### config.mk
export PLATFORM = sky130hd
export DESIGN_NAME = uart7n_tx_fifo
export DESIGN_NICKNAME = d
export VERILOG_FILES = /design/src/rtl/uart7n_tx_fifo.sv
export SDC_FILE = /design/constraint.sdc
export NUM_CORES = 1
export LEC_CHECK = 0
export BUFFER_PORTS_ARGS = -buffer_cell sky130_fd_sc_hd__buf_4
export CORE_AREA = 2 2 129 100
export CTS_CLUSTER_DIAMETER = 40
export DETAILED_ROUTE_END_ITERATION = 6
export DIE_AREA = 0 0 131 102
export HOLD_SLACK_MARGIN = 0.03
export PLACE_DENSITY = 0.75
export SYNTH_ARGS = -nofsm -noshare
export SYNTH_HDL_FRONTEND = slang
export SYNTH_SLANG_ARGS = --single-unit
export TNS_END_PERCENT = 50
### constraint.sdc
create_clock -name clk_i -period 10.69 [get_ports clk_i]
set_input_delay 2.138 -clock clk_i [delete_from_list [all_inputs] [get_ports clk_i]]
set_output_delay 2.138 -clock clk_i [all_outputs]
set_load 0.02 [all_outputs]
### src/rtl/uart7n_tx_fifo.sv
// uart7n_tx_fifo: transmit-side byte FIFO that feeds the uart7n transmitter.
// Host bytes enter over a valid/ready port. A small FSM hands the head byte to
// the transmitter and pops it once the frame has completed.
// Optional feature macro: UART7N_TX_FIFO_FLUSH_EN adds flush_i, which discards
// every queued byte except the one currently in flight.
module uart7n_tx_fifo #(
  parameter int p_depth         = 16,
  parameter int p_start_timeout = 1024
) (
  input  logic                       clk_i,
  input  logic                       rst_i,
  input  logic                       wr_valid_i,
  input  logic [7:0]                 wr_data_i,
  output logic                       wr_ready_o,
  output logic [7:0]                 data_tx_o,
  output logic                       enable_tx_o,
  input  logic                       tx_busy_i,
  input  logic                       tx_data_sent_i,
  output logic [$clog2(p_depth):0]   count_o,
  output logic                       empty_o,
  output logic                       full_o,
  output logic                       overflow_o,
  output logic                       start_err_o,
  input  logic                       err_clr_i
`ifdef UART7N_TX_FIFO_FLUSH_EN
  ,
  input  logic                       flush_i
`endif
);

  localparam int AW = $clog2(p_depth);
  localparam int CW = AW + 1;
  localparam int TW = $clog2(p_start_timeout + 1);

  typedef enum logic [1:0] {
    S_IDLE,
    S_LOAD,
    S_WAIT_BUSY,
    S_WAIT_DONE
  } state_t;

  state_t state, next_state;

  logic [7:0]    mem [p_depth];
  logic [CW-1:0] wr_ptr, rd_ptr;
  logic [CW-1:0] count;
  logic [TW-1:0] timer;

  logic full, empty;
  logic push, pop;
  logic load_go, timeout_hit, done_hit;
  logic flush;

  // The extra pointer MSB tells a full buffer apart from an empty one.
  assign count   = wr_ptr - rd_ptr;
  assign full    = (count == CW'(p_depth));
  assign empty   = (count == '0);

`ifdef UART7N_TX_FIFO_FLUSH_EN
  assign flush   = flush_i;
`else
  assign flush   = 1'b0;
`endif

  // A full FIFO rejects writes even if the head pops in the same cycle.
  // A write that arrives together with a flush is discarded.
  assign push        = wr_valid_i & ~full & ~flush;
  assign load_go     = (state == S_IDLE) & ~empty & tx_data_sent_i & ~flush;
  assign timeout_hit = (state == S_WAIT_BUSY) & ~tx_busy_i &
                       (timer == TW'(p_start_timeout - 1));
  assign done_hit    = (state == S_WAIT_DONE) & ~tx_busy_i & tx_data_sent_i;
  assign pop         = timeout_hit | done_hit;

  assign wr_ready_o  = ~full;
  assign full_o      = full;
  assign empty_o     = empty;
  assign count_o     = count;

  // Storage array, written at the tail; no reset is needed on the data.
  always_ff @(posedge clk_i) begin
    if (push) begin
      mem[wr_ptr[AW-1:0]] <= wr_data_i;
    end
  end

  // Pointer update; a flush keeps only the in-flight entry, unless it pops now.
  always_ff @(posedge clk_i) begin
    if (rst_i) begin
      wr_ptr <= '0;
      rd_ptr <= '0;
    end else begin
      rd_ptr <= rd_ptr + CW'(pop);
`ifdef UART7N_TX_FIFO_FLUSH_EN
      if (flush_i) begin
        wr_ptr <= rd_ptr + CW'((state != S_IDLE) & ~pop);
      end else begin
        wr_ptr <= wr_ptr + CW'(push);
      end
`else
      wr_ptr <= wr_ptr + CW'(push);
`endif
    end
  end

  // State register.
  always_ff @(posedge clk_i) begin
    if (rst_i) begin
      state <= S_IDLE;
    end else begin
      state <= next_state;
    end
  end

  // Next-state logic for the transmitter handshake.
  always_comb begin
    next_state = state;
    case (state)
      S_IDLE:      if (load_go) next_state = S_LOAD;
      S_LOAD:      next_state = S_WAIT_BUSY;
      S_WAIT_BUSY: begin
        if (tx_busy_i) begin
          next_state = S_WAIT_DONE;
        end else if (timeout_hit) begin
          next_state = S_IDLE;
        end
      end
      S_WAIT_DONE: if (done_hit) next_state = S_IDLE;
      default:     next_state = S_IDLE;
    endcase
  end

  // Enable is held for the whole life of a frame and dropped only in IDLE.
  always_comb begin
    enable_tx_o = 1'b0;
    case (state)
      S_LOAD, S_WAIT_BUSY, S_WAIT_DONE: enable_tx_o = 1'b1;
      default:                          enable_tx_o = 1'b0;
    endcase
  end

  // The byte is captured only when leaving IDLE, so it never moves mid-frame.
  always_ff @(posedge clk_i) begin
    if (rst_i) begin
      data_tx_o <= 8'h00;
    end else if (load_go) begin
      data_tx_o <= mem[rd_ptr[AW-1:0]];
    end
  end

  // Start timeout counter; it runs only while waiting for busy to rise.
  always_ff @(posedge clk_i) begin
    if (rst_i) begin
      timer <= '0;
    end else if ((state == S_WAIT_BUSY) && !tx_busy_i && !timeout_hit) begin
      timer <= timer + 1'b1;
    end else begin
      timer <= '0;
    end
  end

  // Sticky error flags; a new error event beats a clear in the same cycle.
  always_ff @(posedge clk_i) begin
    if (rst_i) begin
      overflow_o  <= 1'b0;
      start_err_o <= 1'b0;
    end else begin
      if (wr_valid_i && full) begin
        overflow_o <= 1'b1;
      end else if (err_clr_i) begin
        overflow_o <= 1'b0;
      end
      if (timeout_hit) begin
        start_err_o <= 1'b1;
      end else if (err_clr_i) begin
        start_err_o <= 1'b0;
      end
    end
  end

endmodule

=== After elaboration in Yosys (flattened, before gate mapping) ===
Memory sizes are Yosys's and may differ from the RTL's. A register that Yosys moved wholly into a read port is not among the register bits.
Cells that the tools add are included.

* Flip-flop bits (word level): 25
* Bits in latches: 0
* Bits in writable memories: 128
* ROM bits: 0
* Bits of input ports: 14
* Output and inout port bits: 19
* Logic and storage cells: 54
* Memories: 1

{| class="wikitable"
|+ Memories
! memory !! depth !! width !! rd ports !! clocked after memory_dff !! wr ports !! RTL line !! source
|-
| mem || 16 || 8 || 1 || 1 || 1 || 44 || <nowiki>logic [7:0] mem [p_depth];</nowiki>
|}

* Add/subtract/negate cells: 4
* Multiply operators: 0
* Divide/modulo/power cells: 0
* Order comparisons: 0
* Eq/ne operators: 8
* Shifts and indexed selects: 0
* Muxes and demuxes: 11
* Bitwise gates (word level): 12
* Reductions and logical operators: 12

{| class="wikitable"
|+ Operators with widths
! kind !! number
|-
| $add 11x1->11 const B || 1
|-
| $eq 11x10->1 const B || 1
|-
| $add 5x1->5 || 2
|-
| $mux 2 || 4
|-
| $pmux 2 s4 || 1
|-
| $and 1x1->1 || 7
|-
| $mux 1 || 6
|-
| $eq 5x5->1 const B || 1
|-
| $logic_not 5->1 || 1
|-
| $sub 5x5->5 || 1
|-
| $eq 2x2->1 const B || 2
|-
| $ne 2x2->1 const B || 2
|-
| $not 1->1 || 4
|-
| $reduce_bool 2->1 || 2
|-
| $logic_and 1x1->1 || 3
|-
| $ne 3x3->1 const B || 1
|-
| $reduce_and 3->1 || 1
|-
| $reduce_or 3->1 || 1
|-
| $eq 2x1->1 const B || 1
|-
| $logic_not 1->1 || 2
|-
| $logic_not 2->1 || 1
|-
| $reduce_or 2->1 || 1
|-
| $or 1x1->1 || 1
|}

=== Logic depth before layout (Yosys ltp) ===
* Word-level depth: 7
* Depth in mapped cells: 16
* Depth with buffers taken out: 14

=== Least setup slack after synthesis ===
OpenSTA, ideal clock, no wires.

* Kind: reg2out
* Start: reg rd_ptr[1]
* End: out full_o
* Arrival time: 2.711 ns
* Required time: 8.552 ns
* Setup slack: 5.841 ns
* Cell stages (with the launch flop): 9
* Cell sequence: dfxtp_1 > clkbuf_1 > buf_1 > inv_1 > fa_1 > xor2_1 > nor2_1 > nand3_1 > inv_1

* Longest elaborated chain between the ends: 2

{| class="wikitable"
|+ RTL lines
! element !! RTL line !! source
|-
| start, declared || 45 || <nowiki>logic [CW-1:0] wr_ptr, rd_ptr;</nowiki>
|-
| start signal, assigned || 92 || <nowiki>rd_ptr <= rd_ptr + CW'(pop);</nowiki>
|-
| $sub 5x5->5 || 55 || <nowiki>assign count = wr_ptr - rd_ptr;</nowiki>
|-
| named net count_o[2] || 19 || <nowiki>output logic [$clog2(p_depth):0] count_o,</nowiki>
|-
| $eq 5x5->1 || 56 || <nowiki>assign full = (count == CW'(p_depth));</nowiki>
|-
| end, declared || 21 || <nowiki>output logic full_o,</nowiki>
|}

The timed path passes the listed nets, and every way through them passes these cells.

=== Worst setup path in the final report ===
* Start: reg rd_ptr[3]
* End: out full_o

* Longest elaborated chain between the ends: 2

{| class="wikitable"
|+ RTL lines
! element !! RTL line
|-
| $sub 5x5->5 || 55
|-
| $eq 5x5->1 || 56
|}

No other way between the ends.

==> summary.md <==
| Metric | Value |
|---|---|
| Most used flip-flop cell after synthesis | edfxtp_1 |
| Setup-violating endpoint count in the final report | 0 |
| Count of max-cap constraint violations | 0 |
| Final count of hold timing violations | 0 |
| Number of nets in the final layout | 476 |
| Transition at the pin with the smallest max-transition slack | 1.22 ns |
| Static leakage | 2.56 nW |
| Total of buffers placed on input and output ports | 32 |
| Global-route usage over all layers | 0.216 |
| Die width | 131 um |
| Total number of placement rows | 35 |
| Number of DRC violations after detailed-routing iteration 0 | 361 |
| Clock Root Buffer | clkbuf_16 |
| Mapped Cells | 402 |
| Ys Warns | 0 |
| Max IR drop VDD | 0.119 mV |
| Total of flip-flops plus latches after synthesis | 161 |
| Mean Syn Cell Area | 16.3 sq um |
| CP Capture Type | output port |
| Netlist area before placement | 6550 sq um |
| Total overflow reported by the global router | 0 |
| Outcome | complete, no violations |
| Starting utilization of the core area | 0.543 |
| Launching element type of the critical path | flip-flop |
| Maximum buffer depth of the clock tree | 2 |
| DP HPWL | 8.90 mm |
| Height of the chip | 102 um |
| Count of cells along the worst register-to-register path | 12 |
| Startpoint of the worst hold path | timer[0] |
| RR Startpoint | rd_ptr[3] |
| Routed wire length | 13.4 mm |
| Setup repair after global routing missed its margin | no |
| Hold buffer count at CTS | 0 |
| Share of layout cells above drive strength 1 | 0.275 |
| Register-to-register setup slack | 6.63 ns |
| Count of antenna-violating nets left after detailed routing | 0 |
| Total nets after synthesis | 426 |
| Count of clock tree sinks | 161 |
| Critical-path maximum fanout | 18 |
| DRC errors left | 0 |
| Required time at the worst-slack endpoint | 8.55 ns |
| Total Negative Setup Slacks | 0 ns |
| Post-route clock period utilization | 0.486 |
| CTS Buf Count | 17 |
| Biggest cell delay along the critical path | 0.67 ns |
| Resized cells post-CTS | 0 |
| Class of the tightest hold or removal check | flip-flop to flip-flop |
| Core Area | 12000 sq um |
| TritonCTS clock tree | yes |
| Areal power density over the cells | 176 nW/um^2 |
| Source-to-sink clock delay at the later pin of the worst-skew pair | 0.42 ns |
| Synth-to-layout area growth | 16.0% |
| Setup Buffers After CTS | 0 |
| RD Place Congestion | 0.892 |
| End point of the worst hold path | timer[0] |
| Worst setup path class | flip-flop to output port |
| Clk_skew | 0.00780 ns |
| Number of placed I/O pins | 33 |
| First-pass GRT wire length | 20.3 mm |
| Cell types occupying the most area after synthesis | edfxtp_1 (59%), mux4_2 (11%), dfxtp_1 (10%) |
| Worst setup margin | 5.50 ns |
| Post-synth top area cell | edfxtp_1 |
| Vias in the first global route | 3477 |
| Series of cell instances along the critical path | clkinv_1 > ha_1 > a21oi_4 > xor2_4 > inv_4 > nand3_1 > inv_1 > buf_4 |
| Final critical-path required period | 5.19 ns |
| Worst Setup Slack post-DPL | 5.97 ns |
| Fraction of post-synthesis cell area in the top cell type by area | 0.587 |
| Number of antenna violations at the first check in global routing | 0 |
| Worst EP arrival | 3.05 ns |
| Share of flip-flops with an asynchronous set or reset after synthesis | 0 |
| Routed len/inst | 21.3 um |
| Number of detailed-routing iterations run before antenna repair | 6 |
| Slowest-stage cell, CP | dfxtp_1 |
| Maximum number of pins on one net before global-route repair | 36 |
| Post-synth EDFFs | 128 |
| Vias per cell | 5.79 |
| # diodes | 0 |
| Clock transition at the registers of the reported paths | 0.06 ns |
| Worst slew margin relative to its limit | 0.178 |
| Endpoint of the most critical register-to-register path | wr_ptr[4] |
| Overall via count from detail_route | 3653 |
| Synth cell types | 47 |
| Fmax | 193 MHz |
| Share of the yosys chip area belonging to registers | 0.688 |
| Hold-critical path depth | 1 |
| H-tree depth | 4 |
| Floorplan die area | 13400 sq um |
| Count of pins over their slew limit | 0 |
[layer usage]
layer  global-route usage  share of wire  wire length, um  vias up
met5                    0              0                0        -
met2                0.302           0.44             5930      180
met1                0.323           0.44             5910     1800
li1                     -              -                -     1654
met4               0.0736          0.013              178        0
met3               0.0707           0.10             1400       19
[cell type report]
type,count,area [sq um]
clock buffers,19,453
clock inverters,13,98.8
fillers,864,4450
inverters,13,51.3
multi-input cells,211,1910
flip-flops and latches,161,4510
well taps,166,208
repair buffers,48,360
[report_power, final]
part | switching (mW) | internal, mW
combinational | 0.0468 | 0.0289
sequential | 0.00650 | 0.687
clock | 0.253 | 0.314
[cells in the mapped netlist, types with 2 or more instances]
cell type,count
nor2_1,22
nor4_1,6
edfxtp_1,128
clkbuf_1,11
nand3_1,26
inv_1,8
a21oi_1,3
nor3_1,13
nand2b_1,5
a311oi_4,2
inv_2,2
nand2_1,41
clkinv_1,2
ha_1,9
dfxtp_1,33
mux4_2,32
xnor2_1,7
buf_2,3
buf_1,2
a32o_1,8
nor2b_1,6
xor2_1,8
[through the flow]
stage	power (mW)	instance area [sq um]	hold slack [ns]	util	std cells
final	1.34	7590	0.464	0.630	631
after global routing	1.38	7590	0.504	0.630	631
after floorplan	0.749	6550	0.430	-	402
after CTS	1.34	7590	0.467	0.630	631
after detailed placement	0.782	7040	0.452	0.585	599
after global placement	0.778	7040	0.448	0.585	599
[worst max path at each step]
stage	from	end	slack [ns]	cells past startpoint
after global placement	rd_ptr[3]	full_o	6.11	8
after CTS	rd_ptr[3]	full_o	5.51	8
after global routing	rd_ptr[3]	full_o	5.32	8
after detailed placement	rd_ptr[3]	full_o	5.97	8
after floorplan	rd_ptr[1]	full_o	5.84	8
final	rd_ptr[3]	full_o	5.50	8
[registers in the layout, summed over array words and instances, names as in the netlist]
| register | flops |
|---|---|
| start_err_o | 1 |
| data_tx_o | 8 |
| state | 2 |
| rd_ptr | 5 |
| wr_ptr | 5 |
| mem | 128 |
| timer | 11 |
| overflow_o | 1 |
[placed cells by master, fill, tap and decap left out, drive strengths merged, types with 7 or more instances in the layout]
cell type / synthesis / routed
edfxtp: 128 / 128
buf: 6 / 48
nand2: 41 / 41
dfxtp: 33 / 33
mux4: 32 / 32
nand3: 26 / 26
nor2: 22 / 22
clkbuf: 11 / 19
inv: 11 / 19
nor3: 13 / 13
ha: 9 / 9
xor2: 9 / 9
xnor2: 9 / 9
a32o: 8 / 8
clkinv: 2 / 7
[worst max-delay path, delay by kind of cell, from the launching register on]
family          cells  cell delay [ns]
flops               1             0.67
xor+xnor            1             0.30
simple gates        1             0.11
compound gates      1             0.21
buf+inv             4             0.82
fa+ha+maj           1             0.52
[cells by family (layout without fill, tap and decap cells)]
kind of cell,after synthesis,after routing,share of synthesized area
AO/OA/AOI/OAI,24,24,0.0400
XOR/XNOR,18,18,0.0310
adder cells (fa/ha/maj),10,10,0.0203
buffers and inverters,30,93,0.0193
flip-flops,161,161,0.688
multiplexers,32,32,0.110
AND/OR/NAND/NOR,127,127,0.0912
Power figures use the tool's default switching activity.
